File: src/rtl/brisc_pkg.sv
// Shared core definitions: stage indices and pipeline controller state encoding.
package brisc_pkg;

  localparam int STG_F      = 0;
  localparam int STG_D      = 1;
  localparam int STG_E      = 2;
  localparam int STG_M      = 3;
  localparam int STG_WB     = 4;
  localparam int NUM_STAGES = 5;

  typedef enum logic [1:0] {
    RUN      = 2'd0,
    IMISS    = 2'd1,
    DMISS    = 2'd2,
    MUL_WAIT = 2'd3
  } pctrl_state_e;

  typedef logic [NUM_STAGES-1:0] stage_mask_t;

  function automatic stage_mask_t stg_bit(input int idx);
    stage_mask_t m;
    m = '0;
    m[idx] = 1'b1;
    return m;
  endfunction

  // Stage-mask encodings used by the stall/flush sequencer.
  localparam stage_mask_t MASK_NONE = '0;
  localparam stage_mask_t MASK_ALL  = '1;
  localparam stage_mask_t EN_MUL    = stg_bit(STG_M) | stg_bit(STG_WB);
  localparam stage_mask_t EN_LU     = stg_bit(STG_E) | stg_bit(STG_M) | stg_bit(STG_WB);
  localparam stage_mask_t EN_IMISS  = MASK_ALL & ~stg_bit(STG_F);
  localparam stage_mask_t FL_TRAP   = MASK_ALL & ~stg_bit(STG_F);
  localparam stage_mask_t FL_DMISS  = stg_bit(STG_WB);
  localparam stage_mask_t FL_BRANCH = stg_bit(STG_D) | stg_bit(STG_E);
  localparam stage_mask_t FL_MUL    = stg_bit(STG_M);
  localparam stage_mask_t FL_LU     = stg_bit(STG_E);
  localparam stage_mask_t FL_IMISS  = stg_bit(STG_D);

endpackage

File: src/rtl/load_use_detect.sv
// Combinational load-use hazard check between the D-stage sources and the E-stage load.
module load_use_detect #(
  parameter int REG_W = 5
) (
  input  logic [REG_W-1:0] i_id_rs1,
  input  logic [REG_W-1:0] i_id_rs2,
  input  logic             i_id_uses_rs1,
  input  logic             i_id_uses_rs2,
  input  logic [REG_W-1:0] i_ex_rd,
  input  logic             i_ex_reg_write,
  input  logic             i_ex_is_load,
  output logic             o_hazard
);

  logic w_ld_writes;
  logic w_match;

  // x0 is hardwired, so a load targeting it never creates a dependency.
  assign w_ld_writes = i_ex_is_load & i_ex_reg_write & (i_ex_rd != '0);
  assign w_match     = (i_id_uses_rs1 & (i_id_rs1 == i_ex_rd)) |
                       (i_id_uses_rs2 & (i_id_rs2 == i_ex_rd));
  assign o_hazard    = w_ld_writes & w_match;

endmodule

File: src/rtl/pipeline_ctrl.sv
// Central stall/flush sequencer: turns hazards, cache misses, multiply occupancy
// and traps into one enable/bubble decision per stage register each cycle.
module pipeline_ctrl
  import brisc_pkg::*;
#(
  parameter int MUL_LATENCY = 5,
  parameter int REG_W       = 5
) (
  input  logic             clk,
  input  logic             reset,
  input  logic [REG_W-1:0] id_rs1,
  input  logic [REG_W-1:0] id_rs2,
  input  logic             id_uses_rs1,
  input  logic             id_uses_rs2,
  input  logic [REG_W-1:0] ex_rd,
  input  logic             ex_reg_write,
  input  logic             ex_is_load,
  input  logic             ex_is_mul,
  input  logic             ex_branch_taken,
  input  logic             icache_miss,
  input  logic             icache_ready,
  input  logic             dcache_miss,
  input  logic             dcache_ready,
  input  logic             exc_valid,
  output logic [4:0]       stage_en,
  output logic [4:0]       stage_flush,
  output logic             pc_trap_sel,
  output logic             stall
);

  localparam bit         MUL_STALLS = (MUL_LATENCY > 1);
  localparam logic [3:0] MUL_INIT   = MUL_STALLS ? 4'(MUL_LATENCY - 2) : 4'd0;

  pctrl_state_e r_state;
  logic [3:0]   r_mul_cnt;
  logic         r_imiss_pending;
  logic         r_ifill_done;

  pctrl_state_e w_state_nxt;
  logic [3:0]   w_mul_cnt_nxt;
  logic         w_imiss_pending_nxt;
  logic         w_ifill_done_nxt;
  stage_mask_t  w_en;
  stage_mask_t  w_flush;
  logic         w_trap;
  logic         w_load_use;

  load_use_detect #(
    .REG_W(REG_W)
  ) u_load_use (
    .i_id_rs1      (id_rs1),
    .i_id_rs2      (id_rs2),
    .i_id_uses_rs1 (id_uses_rs1),
    .i_id_uses_rs2 (id_uses_rs2),
    .i_ex_rd       (ex_rd),
    .i_ex_reg_write(ex_reg_write),
    .i_ex_is_load  (ex_is_load),
    .o_hazard      (w_load_use)
  );

  always_comb begin
    w_en                = MASK_ALL;
    w_flush             = MASK_NONE;
    w_trap              = 1'b0;
    w_state_nxt         = r_state;
    w_mul_cnt_nxt       = r_mul_cnt;
    w_imiss_pending_nxt = r_imiss_pending;
    w_ifill_done_nxt    = r_ifill_done;

    if (reset) begin
      w_en    = MASK_NONE;
      w_flush = MASK_ALL;
    end else if (exc_valid) begin
      w_flush             = FL_TRAP;
      w_trap              = 1'b1;
      w_state_nxt         = RUN;
      w_mul_cnt_nxt       = 4'd0;
      w_imiss_pending_nxt = 1'b0;
      w_ifill_done_nxt    = 1'b0;
    end else begin
      case (r_state)
        RUN: begin
          if (dcache_miss) begin
            // A mul stuck behind the miss simply re-enters from RUN afterwards.
            w_en        = MASK_NONE;
            w_flush     = FL_DMISS;
            w_state_nxt = DMISS;
            if (icache_miss) w_imiss_pending_nxt = 1'b1;
          end else if (ex_branch_taken) begin
            w_flush = FL_BRANCH;
          end else if (ex_is_mul && MUL_STALLS) begin
            w_en          = EN_MUL;
            w_flush       = FL_MUL;
            w_mul_cnt_nxt = MUL_INIT;
            w_state_nxt   = MUL_WAIT;
          end else if (w_load_use) begin
            w_en    = EN_LU;
            w_flush = FL_LU;
          end else if (icache_miss) begin
            w_en        = EN_IMISS;
            w_flush     = FL_IMISS;
            w_state_nxt = IMISS;
          end
        end

        IMISS: begin
          if (ex_branch_taken) begin
            w_flush = FL_BRANCH;
          end else begin
            w_en    = EN_IMISS;
            w_flush = FL_IMISS;
          end
          // If the fetch fill lands in the same cycle, nothing is left to wait for.
          if (dcache_miss) begin
            w_state_nxt         = DMISS;
            w_imiss_pending_nxt = ~icache_ready;
          end else if (icache_ready) begin
            w_state_nxt = RUN;
          end
        end

        DMISS: begin
          w_en    = MASK_NONE;
          w_flush = FL_DMISS;
          if (icache_ready) w_ifill_done_nxt = 1'b1;
          if (dcache_ready) begin
            w_state_nxt = (r_imiss_pending && !(r_ifill_done || icache_ready)) ? IMISS : RUN;
            w_imiss_pending_nxt = 1'b0;
            w_ifill_done_nxt    = 1'b0;
          end
        end

        MUL_WAIT: begin
          if (r_mul_cnt != 4'd0) begin
            w_en          = EN_MUL;
            w_flush       = FL_MUL;
            w_mul_cnt_nxt = r_mul_cnt - 4'd1;
          end else begin
            w_state_nxt = RUN;
          end
        end

        default: begin
          w_state_nxt = RUN;
        end
      endcase
    end
  end

  always_ff @(posedge clk) begin
    if (reset) begin
      r_state         <= RUN;
      r_mul_cnt       <= 4'd0;
      r_imiss_pending <= 1'b0;
      r_ifill_done    <= 1'b0;
    end else begin
      r_state         <= w_state_nxt;
      r_mul_cnt       <= w_mul_cnt_nxt;
      r_imiss_pending <= w_imiss_pending_nxt;
      r_ifill_done    <= w_ifill_done_nxt;
    end
  end

  assign stage_en    = w_en;
  assign stage_flush = w_flush;
  assign pc_trap_sel = w_trap;
  assign stall       = ~&w_en;

endmodule

File: config.mk
export PLATFORM = sky130hd
export DESIGN_NAME = pipeline_ctrl
export DESIGN_NICKNAME = d
export VERILOG_FILES = /design/src/rtl/brisc_pkg.sv /design/src/rtl/load_use_detect.sv /design/src/rtl/pipeline_ctrl.sv
export SDC_FILE = /design/constraint.sdc
export NUM_CORES = 1
export LEC_CHECK = 0
export CAP_MARGIN = 10
export CORE_MARGIN = 10
export CORE_UTILIZATION = 44
export CTS_BUF_LIST = sky130_fd_sc_hd__clkbuf_4 sky130_fd_sc_hd__clkbuf_8
export DETAILED_ROUTE_END_ITERATION = 16
export MAX_ROUTING_LAYER = met4
export PLACE_DENSITY_LB_ADDON = 0.25
export SYNTH_ARGS = -nofsm -noshare
export SYNTH_HDL_FRONTEND = slang
export SYNTH_SLANG_ARGS = --single-unit
File: constraint.sdc
create_clock -name clk -period 2.6 [get_ports clk]
set_input_delay 0.52 -clock clk [delete_from_list [all_inputs] [get_ports clk]]
set_output_delay 0.52 -clock clk [all_outputs]
set_load 0.005 [all_outputs]
# --- Yosys cells after proc, flatten, opt, wreduce, memory -nomap -nowiden ---
# Index checks and enable logic that the tools add are counted.
# W data, S select, Z words.
word_totals:
  n_memories: 0
  latchBits: 0
  mem_bits_rw: 0
  regBits: 8
  out_inout_bits: 12
  rom_bits: 0
  wordCells: 91
classes:
  n_lt_le_gt_ge: 0
  n_mul: 0
  n_addsub: 1
  n_mux: 45
  div: 0
  bitwise_logic: 7
  shifts: 0
  n_reduce_logical: 16
  n_eq_ne: 18
op_table:
  columns: ["operator", "n"]
  rows:
  - ["$pmux W5 S4", 2]
  - ["$mux W5", 6]
  - ["$mux W4", 7]
  - ["$mux W2", 11]
  - ["$ne A2 B2 Y1 const B", 9]
  - ["$mux W3", 5]
  - ["$reduce_and A5 Y1", 3]
  - ["$mux W1", 11]
  - ["$eq A5 B5 Y1", 2]
  - ["$ne A4 B4 Y1 const B", 2]
  - ["$pmux W2 S4", 1]
  - ["$pmux W4 S2", 1]
  - ["$ne A3 B3 Y1 const B", 2]
  - ["$reduce_and A6 Y1", 1]
  - ["$and A1 B1 Y1", 5]
  - ["$reduce_bool A5 Y1", 1]
  - ["$eq A2 B2 Y1 const B", 2]
  - ["$reduce_bool A2 Y1", 2]
  - ["$reduce_bool A4 Y1", 1]
  - ["$sub A4 B1 Y4 const B", 1]
  - ["$pmux W1 S3", 1]
  - ["$reduce_bool A3 Y1", 1]
  - ["$eq A2 B1 Y1 const B", 1]
  - ["$logic_not A1 Y1", 2]
  - ["7 further kinds", 7]

# --- Depth between registers and ports, before layout ---
# Gate-level depths: netlist (run 1).
depth:
  depth_word: 13
  ltp_mapped: 7
  ltp_nobuf: 7

# --- By module ---
# A second synthesis (run 1) with hierarchy kept.
unflattened:
  cells_unflattened: 105
  area_unflattened_um2: 792.0
modules_own_cells:
  columns: ["module", "n_inst", "area_each_um2", "seq_area_each_um2", "cells_each"]
  rows:
  - ["pipeline_ctrl", 1, 656.9, 160.2, 88]
  - ["load_use_detect", 1, 135.1, 0.0, 17]

# --- Worst setup path after synthesis (run 1) ---
# OpenSTA, ideal clock, no wires.
synth_path:
  path_kind: "input to output"
  from: "in ex_rd[0]"
  to: "out stage_flush[2]"
  setup_slack_ns: 0.497
  arrival_time_ns: 1.583
  path_stages: 4
  cell_sequence: "or4_4 -> o211ai_2 -> nor2_2 -> a211o_1"
synth_via:
  elab_chain_len: 11
  word_cells_on_any_way: 15
  cone_classes: "eq/ne: 2; mux: 7; bitwise: 5; reduce/logical: 1"
synth_lines:
  columns: ["element", "line", "text"]
  rows:
  - ["start, declared", "pipeline_ctrl.sv:15", "input logic [REG_W-1:0] ex_rd,"]
  - ["$eq A5 B5 Y1, on equally long branches", "load_use_detect.sv:20, load_use_detect.sv:21", null]
  - ["$and A1 B1 Y1, on equally long branches", "load_use_detect.sv:20, load_use_detect.sv:21", null]
  - ["$or A1 B1 Y1", "load_use_detect.sv:20", "assign w_match = (i_id_uses_rs1 & (i_id_rs1 == i_ex_rd)) |"]
  - ["$and A1 B1 Y1 (*)", "load_use_detect.sv:22", "assign o_hazard = w_ld_writes & w_match;"]
  - ["$mux W3 (*)", "pipeline_ctrl.sv:96", "end else if (w_load_use) begin"]
  - ["$mux W4 (*)", "pipeline_ctrl.sv:91", "end else if (ex_is_mul && MUL_STALLS) begin"]
  - ["$mux W4 (*)", "pipeline_ctrl.sv:89", "end else if (ex_branch_taken) begin"]
  - ["$mux W5 (*)", "pipeline_ctrl.sv:83", "if (dcache_miss) begin"]
  - ["$pmux W5 S4 (*)", "pipeline_ctrl.sv:81", "case (r_state)"]
  - ["$mux W5 (*)", "pipeline_ctrl.sv:73", "end else if (exc_valid) begin"]
  - ["$mux W5 (*)", "pipeline_ctrl.sv:70", "if (reset) begin"]
  - ["end, declared", "pipeline_ctrl.sv:26", "output logic [4:0] stage_flush,"]
# Mark *: on every way between the ends. The rest lies on a longest branch, timed or not.

# --- Worst setup path after layout (run 1) ---
layout_path:
  from: "in dcache_miss"
  to: "out stage_flush[2]"
layout_via:
  elab_chain_len: 4
layout_lines:
  columns: ["element", "line", "text"]
  rows:
  - ["start, declared", "pipeline_ctrl.sv:22", "input logic dcache_miss,"]
  - ["$mux W5", "pipeline_ctrl.sv:83", null]
  - ["$pmux W5 S4", "pipeline_ctrl.sv:81", null]
  - ["$mux W5", "pipeline_ctrl.sv:73", null]
  - ["$mux W5", "pipeline_ctrl.sv:70", null]
# No other way between the ends.

==> summary by stage, run 1 <==
Run status
The run finished with clean final reports.

Cells and area
From synthesis to final layout, the design area changed by 80.9%. With fillers left out, the area of the finished cells amounts to 1460 um^2. After filler insertion, the fill cell instance count of the layout stands at 101. The number of nets at the end of the flow is 201. Of the cells placed in the final design, the portion with a size suffix greater than 1 is 33.7%. The repair_antennas step left the layout with diodes totalling 0.

Die
The I/O pin count is 40. The die covers 3950 um^2. The initial utilization of the core area, before any placement, comes to 46.7%. The die width is 62.8 um.

After floorplanning, the core was sized to cover 1730 um^2. The vertical die dimension is 62.8 um. The floorplan row count is 15.

Global routing
The overall overflow remaining after global route is 0. The initial antenna violation count was 0. Across every metal layer, demand over resource in global routing totals 16.4%. The first-pass GRT wire length is 5.22 mm. The number of global-route vias before repair is 1097.

Entering global routing, the biggest net connects 12 pins.

Place
Summing all placed instances gives a cell area of 1340 um^2. The last weighted congestion value of the routability-driven placer is 0.891. Detailed placement ended at an HPWL of 2.44 mm. The total of buffers placed on input and output ports is 39.

Clock tree
The number of H-tree branching levels is 1. Clock tree synthesis inserted a total of 3 buffers. The count of hold-fix buffers inserted at cts is 0.

The latest clock arrival within the worst-skew pair is 0.26 ns. TritonCTS built the clock tree. The total number of clock tree sinks is 8. The maximum count of clock buffers along a single path is 2. After clock tree synthesis, the clock-pin slew on the worst setup and hold paths is 0.05 ns. The root buffer cell chosen for the clock tree is clkbuf_4.

Synthesis
The share of flip-flops with an asynchronous set or reset is 0%. The top cell type by area accounts for 19.8% of the synthesized area. By count the netlist is led by 17 x nor2_1, 10 x xor2_1, 8 x a21oi_1, 8 x dfxtp_1, 7 x nand2_1. The number of nets handed over by synthesis was 139. For this run, the register share of the synthesized area comes to 19.8%. During synthesis, Yosys emitted a total of 0 warnings. The synthesized design contains 8 register bits. The average instance in the mapped netlist occupies 7.40 um^2. In the post-synthesis netlist, the cell with the most instances is nor2_1.

The combined area of all synthesized cells is 807 um^2. The cell taking the most area after synthesis is dfxtp_1. The prevailing post-synth register cell is dfxtp_1. Ranked by total cell area, the synthesized netlist is headed by dfxtp_1 20%, xor2_1 11%, nor2_1 7.9%. The distinct cell type count after synthesis is 40. The post-synthesis instance total is 109.

The synthesized design contains 0 enable-type register cells.

Critical path
The timing startpoint of the critical path is dcache_miss. The most prevalent standard cell on the critical path is buf_4. The dominant delay contributor by cell family on the critical path is buffers and inverters. The highest-delay cell along the critical path is clkdlybuf4s50_1.

The number of buffers and inverters on the critical path is 4. The worst setup path is launched from a primary input. The critical register-to-register path startpoint is r_mul_cnt[0]. The worst setup path category is primary input to output pin.

The critical path arrival is 2.07 ns. Traced cell by cell, the critical path runs through clkdlybuf4s50_1 > or2_4 > buf_4 > nor3_1 > buf_4 > a211o_1 > buf_2. The maximum net fanout on the critical path is 4.

The type of element capturing the critical path is an output pin. The maximum single-stage delay on the critical path is 0.42 ns. The data required time at the worst endpoint is 2.08 ns.

Pwr
The internal power consumption is 0.000288 W. The clock share of power is 22.8%. The leakage power is 0.657 nW.

The sequential fraction of design power is 30.6%. In this run, the combinational gates consume 46.7% of the power. The analysis attributes to net switching a power of 0.000142 W. The areal power density over the cells is 294 nW/um^2. VDD sags by at most 254 uV. Net switching is 32.9% of the power.

Route
Dividing the detail-routed via count by the number of cells gives 5.48. The total via count in the routed design is 1064. The overall routed net length is 3.37 mm. The number of iterations in the first detailed-routing pass is 4.

In the routed design, unresolved DRC markers number 0. The detailed router's first-iteration violation count is 39. The average wire per standard cell is 17.4 um.

Once detail routing completed, the nets flagged for antenna violations numbered 0.

Timing
Static timing analysis puts the maximum clock frequency at 387 MHz. The post-route clock period utilization is 99.4%. The worst clock skew is 0.00306 ns. The transition at the pin with the smallest max-transition slack is 0.379 ns. The worst hold slack across all endpoints is 0.490 ns. The number of endpoints failing setup at the final stage is 0. The max-slew violation total from the final report is 0.

The headroom to the max-slew limit is 74.5%. The final number of hold-violating endpoints was 0. The smallest clock period supported by the final layout is computed as 2.59 ns.

Worst hold path
The startpoint identified for the worst hold timing path is r_imiss_pending. The worst min-delay path category is flip-flop to flip-flop.

Flow run
Max-cap violations in this run came to 0.
sequential cells by signal, indices dropped and copies added (netlist names):
signal / flops
r_mul_cnt: 4
r_state: 2
r_ifill_done: 1
r_imiss_pending: 1
final timing paths:
check | depth (start not counted) | slack, ns | endpoint
worst max-delay path | 7 | 0.01 | stage_flush[2]
worst min-delay path | 2 | 0.49 | r_imiss_pending
worst max register to register | 7 | 0.79 | r_state[0]
worst min register to register | 2 | 0.49 | r_imiss_pending
placed cells by master, fill, tap and decap left out, drive strengths merged, types with 2 or more instances in the layout:
master / count
buf: 31
nor2: 18
clkdlybuf4s50: 17
xor2: 10
a21oi: 8
dlymetal6s2s: 8
dfxtp: 8
nand2: 7
clkbuf: 6
inv: 4
nand2b: 4
dlygate4sd2: 4
nor3: 3
a211oi: 3
o21ai: 3
or2: 3
nor4: 2
xnor2: 2
a211o: 2
a21o: 2
ha: 2
nor3b: 2
o211ai: 2
o31ai: 2
area by class of cell:
type                       count  area, um^2  area share, %
multi-input combinational     90         671           45.9
clock buffer                   3        22.5           1.54
tap                           25        31.3           2.14
sequential                     8         160           11.0
inverter                       4        15.0           1.03
timing repair buffer          64         561           38.4
metal layers:
metal  up-vias  GRT usage (%)  wire length, um  part of all wire [%]
li1        510              -                -                     -
met1       505           15.6             1330                    39
met2        42           32.1             1810                    54
met3         7           5.73              190                   5.6
met4         0          0.838               42                   1.2
met5         -              -                0                     0
per-stage QoR:
step / TNS, ns / cells / setup slack, ns / total power (W) / utilization, %
floorplan: 0 / 109 / 0.497 / 0.000209 / -
global placement: -2.70 / 185 / -0.484 / 0.000314 / 77.4
detailed placement: -2.99 / 185 / -0.530 / 0.000320 / 77.4
CTS: -0.0872 / 191 / -0.0472 / 0.000423 / 82.4
global route: -0.102 / 194 / -0.0401 / 0.000458 / 84.6
finish: 0 / 194 / 0.0144 / 0.000430 / 84.6
worst register-to-register path: stages (launching register included):
cell and delay (ns):
dfxtp_1 0.33, inv_1 0.09, ha_1 0.15, nor3b_2 0.34, nor2_1 0.17, a21oi_1 0.28, mux2i_1 0.27, a211oi_1 0.07
timing repair:
action                     4_1_cts  5_1_grt
setup endpoints to repair        9        7
buffers inserted                 3        3
resized for setup               45       21
hold endpoints to repair         0        0
pin swaps                        8       13
kinds of logic after synthesis:
kind of cell    count (synthesis)  share of synthesized area, %
fa+ha+maj                       2                          3.10
compound gates                 29                          26.5
xor+xnor                       12                          13.0
buf+inv                        11                          6.20
simple gates                   46                          30.1
flops                           8                          19.8
mux                             1                          1.24
power groups by stage:
| stage | clock, W | sequential (W) | combinational [W] |
|---|---|---|---|
| 6_report | 0.0000979 | 0.000131 | 0.000201 |
| 5_1_grt | 0.000113 | 0.000132 | 0.000214 |
| 4_1_cts | 0.0000985 | 0.000131 | 0.000193 |
| 3_5_place_dp | 0 | 0.000134 | 0.000186 |
| 3_3_place_gp | 0 | 0.000133 | 0.000181 |
| 2_1_floorplan | 0 | 0.000131 | 0.0000773 |
No activity file was read; power rests on OpenSTA's default activity.
==> inputs of run 2 (changes only) <==
--- a/config.mk
+++ b/config.mk
@@ -7,11 +7,12 @@
 export LEC_CHECK = 0
 export CAP_MARGIN = 10
 export CORE_MARGIN = 10
-export CORE_UTILIZATION = 44
+export CORE_UTILIZATION = 41
 export CTS_BUF_LIST = sky130_fd_sc_hd__clkbuf_4 sky130_fd_sc_hd__clkbuf_8
 export DETAILED_ROUTE_END_ITERATION = 16
 export MAX_ROUTING_LAYER = met4
 export PLACE_DENSITY_LB_ADDON = 0.25
+export SLEW_MARGIN = 20
 export SYNTH_ARGS = -nofsm -noshare
 export SYNTH_HDL_FRONTEND = slang
 export SYNTH_SLANG_ARGS = --single-unit
==> constraint.sdc (replaced) <==
create_clock -name clk -period 2.9 [get_ports clk]
set_input_delay 0.58 -clock clk [delete_from_list [all_inputs] [get_ports clk]]
set_output_delay 0.58 -clock clk [all_outputs]
set_load 0.005 [all_outputs]
==> summary by stage, run 2 (same netlist as run 1, synthesis figures left out) <==
Clock tree
The clock transition at the register clock pins on the worst setup and hold paths after CTS is 0.05 ns (about the same). The maximum count of clock buffers along a single path is 2 (unchanged). CTS placed an instance of clkbuf_4 at the clock tree root. The total number of clock tree sinks is 8 (unchanged).

The CTS tree is done. The number of buffers created by CTS is 3 (unchanged). The count of hold-fix buffers inserted at cts is 0 (unchanged). The latest clock arrival within the worst-skew pair is 0.26 ns (about the same). The number of H-tree branching levels is 1 (unchanged).

Die
The die area was 4140 um^2 (+5.0%). The effective utilization at floorplan is 44.8% (-1.9 points). The die width is 64.4 um (+2.5%). The I/O pin count was 40 (unchanged). The placeable core area is 1800 um^2 (+4.3%).

The floorplan row count is 15 (unchanged). The vertical die dimension is 64.4 um (+2.5%).

Critical path
The data required time at the worst endpoint is 2.32 ns (+0.24 ns). The cell depth of the worst flop-to-flop path came to 7 (unchanged). The type of element capturing the critical path is an output pin.

The worst setup path category is primary input to output pin. The capturing point of the worst reg2reg path is r_state[0]. The startpoint identified for the worst register-to-register timing path is r_mul_cnt[0]. The nature of the critical path startpoint is a primary input. The maximum net fanout on the critical path came to 4 (unchanged). The critical path arrival was 2.30 ns (+0.23 ns).

The register-to-register setup slack came to 1.11 ns (+0.32 ns).

Timing
After layout, the worst path uses 99.2% of the clock period. The shortest period the worst path allows is 2.88 ns. The worst hold slack across all endpoints is 0.499 ns (+0.00928 ns). The transition at the pin with the smallest max-transition slack is 0.554 ns (+0.175 ns). The number of endpoints failing setup at the final stage is 0 (unchanged). The max-slew violation total from the final report is 0 (unchanged).

The final number of hold-violating endpoints is 0 (unchanged). The worst clock skew is 0.00722 ns (+0.00416 ns). The headroom to the max-slew limit is 63.0% (-12 points). For this run, the top clock speed supported by timing is 348 MHz. The worst setup margin was 0.0245 ns (+0.0101 ns).

Pwr
The net switching power figure is 0.000119 W (-16%). The clock share of power is 23.2% (+0.4 points). The areal power density over the cells came to 271 nW/um^2 (-8.0%). The combinational cell fraction of total power is 44.4% (-2.3 points).

The peak ir drop on the vdd network came to 291 uV (+15%). The switching share of power is 31.8% (-1.1 points). The total power of the final layout is 0.000375 W (-13%). The internal power consumption is 0.000256 W (-11%). The sequential fraction of design power is 32.4% (+1.8 points).

The leakage power was 0.563 nW (-14%).

Worst hold path
The worst hold path terminates at r_imiss_pending. The worst min-delay path category is flip-flop to flip-flop. The number of instances on the worst hold path is 2 (unchanged). The start point of the worst hold path is r_imiss_pending.

Run status
The flow ran to the end, and the final reports show no timing, DRC or antenna violations.

Route
The average wire per standard cell is 17.0 um (-2.0%). The number of nets still failing antenna checks after routing is 0 (unchanged). The via count normalized by instance count is 5.45 (-0.60%).

The overall routed net length was 3.17 mm (-6.0%). The detailed-route DRC error count is 0 (unchanged). The number of iterations in the first detailed-routing pass was 4 (unchanged). The detailed router's first-iteration violation count is 51 (+31%).

The total via count in the routed design is 1014 (-4.7%).

Place
The area after detailed placement came to 1300 um^2 (-2.8%). The worst setup slack after placement was -0.321 ns (+0.209 ns). The total of buffers placed on input and output ports is 39 (unchanged). The final HPWL from detailed placement was 2.36 mm (-3.1%). The last weighted congestion value of the routability-driven placer is 0.879 (-1.4%).

Cells and area
In the layout the commonest cells are 28 x clkdlybuf4s50_1, 17 x buf_4, 16 x nor2_1, 10 x xor2_1. The post-synthesis to final-layout area growth is 71.6%. The total area of multi-input combinational cells is 652 um^2 (-2.8%). The number of nets at the end of the flow was 193 (-4.0%). The number of diodes added for antenna fixing came to 0 (unchanged).

The count of fill cells added during filler insertion is 136 (+35%). The largest registers in the layout are r_mul_cnt: 4 flops, r_state: 2 flops. The total area of sequential cells came to 160 um^2 (unchanged). The proportion of layout cells with a drive suffix above 1 is 23.6% (-10 points). Counting flops per register, the top entry is r_mul_cnt. The number of flip-flops under the largest register name is 4 (unchanged). The area of all placed cells without fillers was 1390 um^2 (-5.1%).

The most frequent standard cell in the layout excluding fill and tap cells is clkdlybuf4s50_1.

Global routing
The first-pass GRT wire length is 4.94 mm (-5.3%). The maximum number of pins on one net before global-route repair is 19 (+7). The global-route total usage across every layer is 14.9% (-1.5 points). The number of global-route vias before repair is 958 (-13%).

The overall overflow remaining after global route is 0 (unchanged). The initial antenna violation count came to 0 (unchanged).

Flow run
The number of max-capacitance violations reported is 0 (unchanged).
run 2: worst max path at each step:
stage / from / endpoint / slack, ns
after global routing: id_rs2[2] / stage_flush[1] / -0.02
after floorplan: ex_rd[0] / stage_flush[2] / 0.68
after detailed placement: ex_rd[2] / stall / -0.32
after global placement: ex_rd[2] / stall / -0.28
final: dcache_miss / stage_flush[3] / 0.02
after CTS: id_rs2[0] / stall / -0.15
run 2: layout make-up:
type                            count  area share, %
Multi-Input combinational cell     90           47.1
Timing Repair Buffer               56           36.4
Sequential cell                     8           11.6
Tap cell                           25           2.26
Clock buffer                        3           1.63
Inverter                            4           1.08
run 2: worst max-delay path, stage by stage:
cell and delay, ns:
clkdlybuf4s50_1 0.41, or2_2 0.29, buf_4 0.17, o31ai_4 0.20, or2_4 0.15, clkdlybuf4s50_1 0.49
run 2: stage by stage:
stage / util, % / setup TNS (ns) / cells
6_report: 76.9 / 0 / 186
2_1_floorplan: - / 0 / 109
3_3_place_gp: 72.1 / -1.45 / 180
5_1_grt: 76.9 / -0.0473 / 186
4_1_cts: 74.0 / -0.259 / 184
3_5_place_dp: 72.1 / -1.61 / 180
run 2: power by group through the flow:
| stage | registers, W | logic, W | clock network (W) |
|---|---|---|---|
| 6_report | 0.000121 | 0.000166 | 0.0000871 |
| 5_1_grt | 0.000122 | 0.000179 | 0.0000966 |
| 3_5_place_dp | 0.000123 | 0.000156 | 0 |
| 3_3_place_gp | 0.000123 | 0.000154 | 0 |
| 2_1_floorplan | 0.000118 | 0.0000693 | 0 |
| 4_1_cts | 0.000121 | 0.000156 | 0.0000902 |
run 2: what timing repair did:
| action | 4_1_cts | 5_1_grt |
|---|---|---|
| pin swaps | 4 | 6 |
| resized for setup | 16 | 11 |
| setup buffers | 1 | 2 |
| endpoints found under the setup margin | 7 | 6 |
run 2: routing by layer:
| metal | global-route usage, % | routed length, um | vias to the layer above |
|---|---|---|---|
| met3 | 4.18 | 247 | 6 |
| met5 | - | 0 | - |
| met4 | 2.41 | 30 | 0 |
| met2 | 23.4 | 1490 | 55 |
| met1 | 18.7 | 1400 | 458 |
| li1 | - | - | 495 |
==> inputs of run 3 (changes only) <==
--- a/config.mk
+++ b/config.mk
@@ -12,7 +12,9 @@
 export DETAILED_ROUTE_END_ITERATION = 16
 export MAX_ROUTING_LAYER = met4
 export PLACE_DENSITY_LB_ADDON = 0.25
+export REMOVE_ABC_BUFFERS = 1
 export SLEW_MARGIN = 20
 export SYNTH_ARGS = -nofsm -noshare
 export SYNTH_HDL_FRONTEND = slang
 export SYNTH_SLANG_ARGS = --single-unit
+export TNS_END_PERCENT = 10
==> summary by stage, run 3 (same netlist as run 1, synthesis figures left out) <==
Run status
The run finished, with violations left. The checks that failed: negative setup slack.

Place
The number of placed cells counting well taps is 180 (unchanged). The last weighted congestion value of the routability-driven placer is 0.927 (+5.6%). The final HPWL from detailed placement was 2.29 mm (-2.9%). The total of buffers placed on input and output ports was 39 (unchanged). The area after detailed placement is 1300 um^2 (unchanged).

Timing
The number of endpoints failing setup at the final stage was 2 (+2). The post-route clock period utilization is 103% (+3.4 points). Setup repair after global routing could not meet its margin everywhere. The sum of negative setup slack came to -0.105 ns (-0.105 ns).

The transition at the pin with the smallest max-transition slack came to 0.517 ns (-0.0368 ns). The worst setup margin was -0.0728 ns (-0.0973 ns). The headroom to the max-slew limit is 65.5% (+2.5 points). The highest attainable clock frequency is 336 MHz (-3.3%). The max-slew violation total from the final report is 0 (unchanged).

The shortest period the worst path allows came to 2.97 ns (+0.0973 ns). The final number of hold-violating endpoints was 0 (unchanged). The worst hold slack across all endpoints is 0.510 ns (+0.0116 ns). The worst clock skew is 0.00805 ns (+0.000832 ns).

Flow run
The number of max-capacitance violations reported is 0 (unchanged).

Cells and area
The largest register by flop count is r_mul_cnt. The largest registers in the layout are r_mul_cnt: 4 flops, r_state: 2 flops. The final instance count without filler cells is 185 (-0.54%). The number of nets at the end of the flow came to 192 (-0.52%). The count of fill cells added during filler insertion came to 149 (+9.6%). The area of all placed cells without fillers was 1370 um^2 (-0.99%). In the layout the commonest cells are 30 x clkdlybuf4s50_1, 17 x nor2_1, 16 x buf_4, 10 x xor2_1. The number of diodes added for antenna fixing is 0 (unchanged).

The most frequent standard cell in the layout excluding fill and tap cells is clkdlybuf4s50_1. The proportion of layout cells with a drive suffix above 1 is 21.9% (-1.7 points). The post-synthesis to final-layout area growth is 69.9%. The number of flip-flops under the largest register name is 4 (unchanged).

Critical path
The worst setup path is captured at an output pin. The data required time at the worst endpoint is 2.32 ns (about the same). The worst setup path is of the primary input to output pin kind. The nature of the critical path startpoint is a primary input.

The critical path arrival is 2.39 ns (+0.09 ns). The maximum net fanout on the critical path is 3 (-1).

Clock tree
The number of H-tree branching levels is 1 (unchanged). The number of buffers created by CTS came to 3 (unchanged). The CTS tree is done. The total number of clock tree sinks is 8 (unchanged). The root buffer cell chosen for the clock tree is clkbuf_4. The latest clock arrival within the worst-skew pair is 0.26 ns (about the same). The clock transition at the register clock pins on the worst setup and hold paths after CTS is 0.05 ns (about the same). The maximum count of clock buffers along a single path is 2 (unchanged).

Route
The detailed router's first-iteration violation count is 28 (-45%). The number of iterations in the first detailed-routing pass is 4 (unchanged). The number of nets still failing antenna checks after routing was 0 (unchanged). The total via count in the routed design is 1021 (+0.69%). The via count normalized by instance count is 5.52 (+1.2%). The average wire per standard cell is 15.8 um (-6.9%).

The overall routed net length came to 2.93 mm (-7.4%). The detailed-route DRC error count is 0 (unchanged).

Die
The placeable core area is 1800 um^2 (unchanged). The vertical die dimension is 64.4 um (unchanged). The die width is 64.4 um (unchanged). The die area was 4140 um^2 (unchanged). The floorplan row count is 15 (unchanged). The I/O pin count is 40 (unchanged). The effective utilization at floorplan came to 44.8% (unchanged).

Worst hold path
The tightest min-delay check is of the flip-flop to flip-flop type.

Global routing
The number of global-route vias before repair is 1016 (+6.1%). The first-pass GRT wire length was 4.69 mm (-5.0%). The initial antenna violation count came to 0 (unchanged). The maximum number of pins on one net before global-route repair is 19 (unchanged). The overall overflow remaining after global route is 0 (unchanged). The global-route total usage across every layer is 14.0% (-0.90 points).

Pwr
The internal power consumption is 0.000255 W (-0.43%). The areal power density over the cells is 270 nW/um^2 (-0.19%). The net switching power figure is 0.000116 W (-2.8%). The switching share of power was 31.3% (-0.52 points). The combinational cell fraction of total power came to 45.0% (+0.6 points). The leakage power is 0.560 nW (-0.47%).

The clock share of power was 23.0% (-0.2 points). The peak ir drop on the vdd network is 282 uV (-3.2%). The sequential fraction of design power came to 32.0% (-0.4 points). The total power of the final layout is 0.000371 W (-1.2%).
[run 3: timing repair]
item	in CTS	in global routing
hold buffers	0	0
setup endpoints to repair	6	7
hold endpoints to repair	0	0
pin swaps	3	3
gates resized for setup	12	13
setup buffers	0	2
[run 3: area by class of cell]
cell class / instances / area [um^2] / area share, %
timing repair buffer: 55 / 500 / 36.5
multi-input combinational: 90 / 642 / 46.8
clock buffer: 3 / 22.5 / 1.64
inverter: 4 / 15.0 / 1.09
sequential: 8 / 160 / 11.7
tap: 25 / 31.3 / 2.28
[run 3: power groups by stage]
stage                     sequential (W)   clock, W  combinational, W
after CTS                       0.000118  0.0000861          0.000164
after detailed placement        0.000121          0          0.000160
after global placement          0.000121          0          0.000156
final                           0.000119  0.0000851          0.000167
after global routing            0.000119  0.0000985          0.000180
after floorplan                 0.000121          0         0.0000601
[run 3: metrics by stage]
| stage | setup slack [ns] | util [%] |
|---|---|---|
| after floorplan | 0.677 | - |
| after global placement | -0.251 | 72.1 |
| after detailed placement | -0.329 | 72.1 |
| after CTS | -0.223 | 74.9 |
| after global routing | -0.160 | 76.1 |
| final | -0.0728 | 76.1 |
[run 3: worst paths after layout]
check / from / endpoint / slack, ns / cells past startpoint
hold reg to reg: r_imiss_pending / r_imiss_pending / 0.51 / 2
setup / recovery: ex_rd[4] / stage_en[0] / -0.07 / 7
hold / removal: r_imiss_pending / r_imiss_pending / 0.51 / 2
setup reg to reg: r_mul_cnt[0] / r_state[0] / 1.18 / 7
[run 3: metal layers]
metal,track usage (%),vias up,part of all wire [%]
met5,-,-,0
met4,1.60,0,0
met3,4.36,0,5.6
met2,24.9,36,53
met1,15.3,487,42
li1,-,498,-
[run 3: worst max-delay path: stages]
cell and delay (ns):
clkdlybuf4s50_1 0.47, or4_4 0.46, o211ai_4 0.27, o21ai_2 0.09
buf_4 0.14, a21oi_1 0.15, clkdlybuf4s15_1 0.23
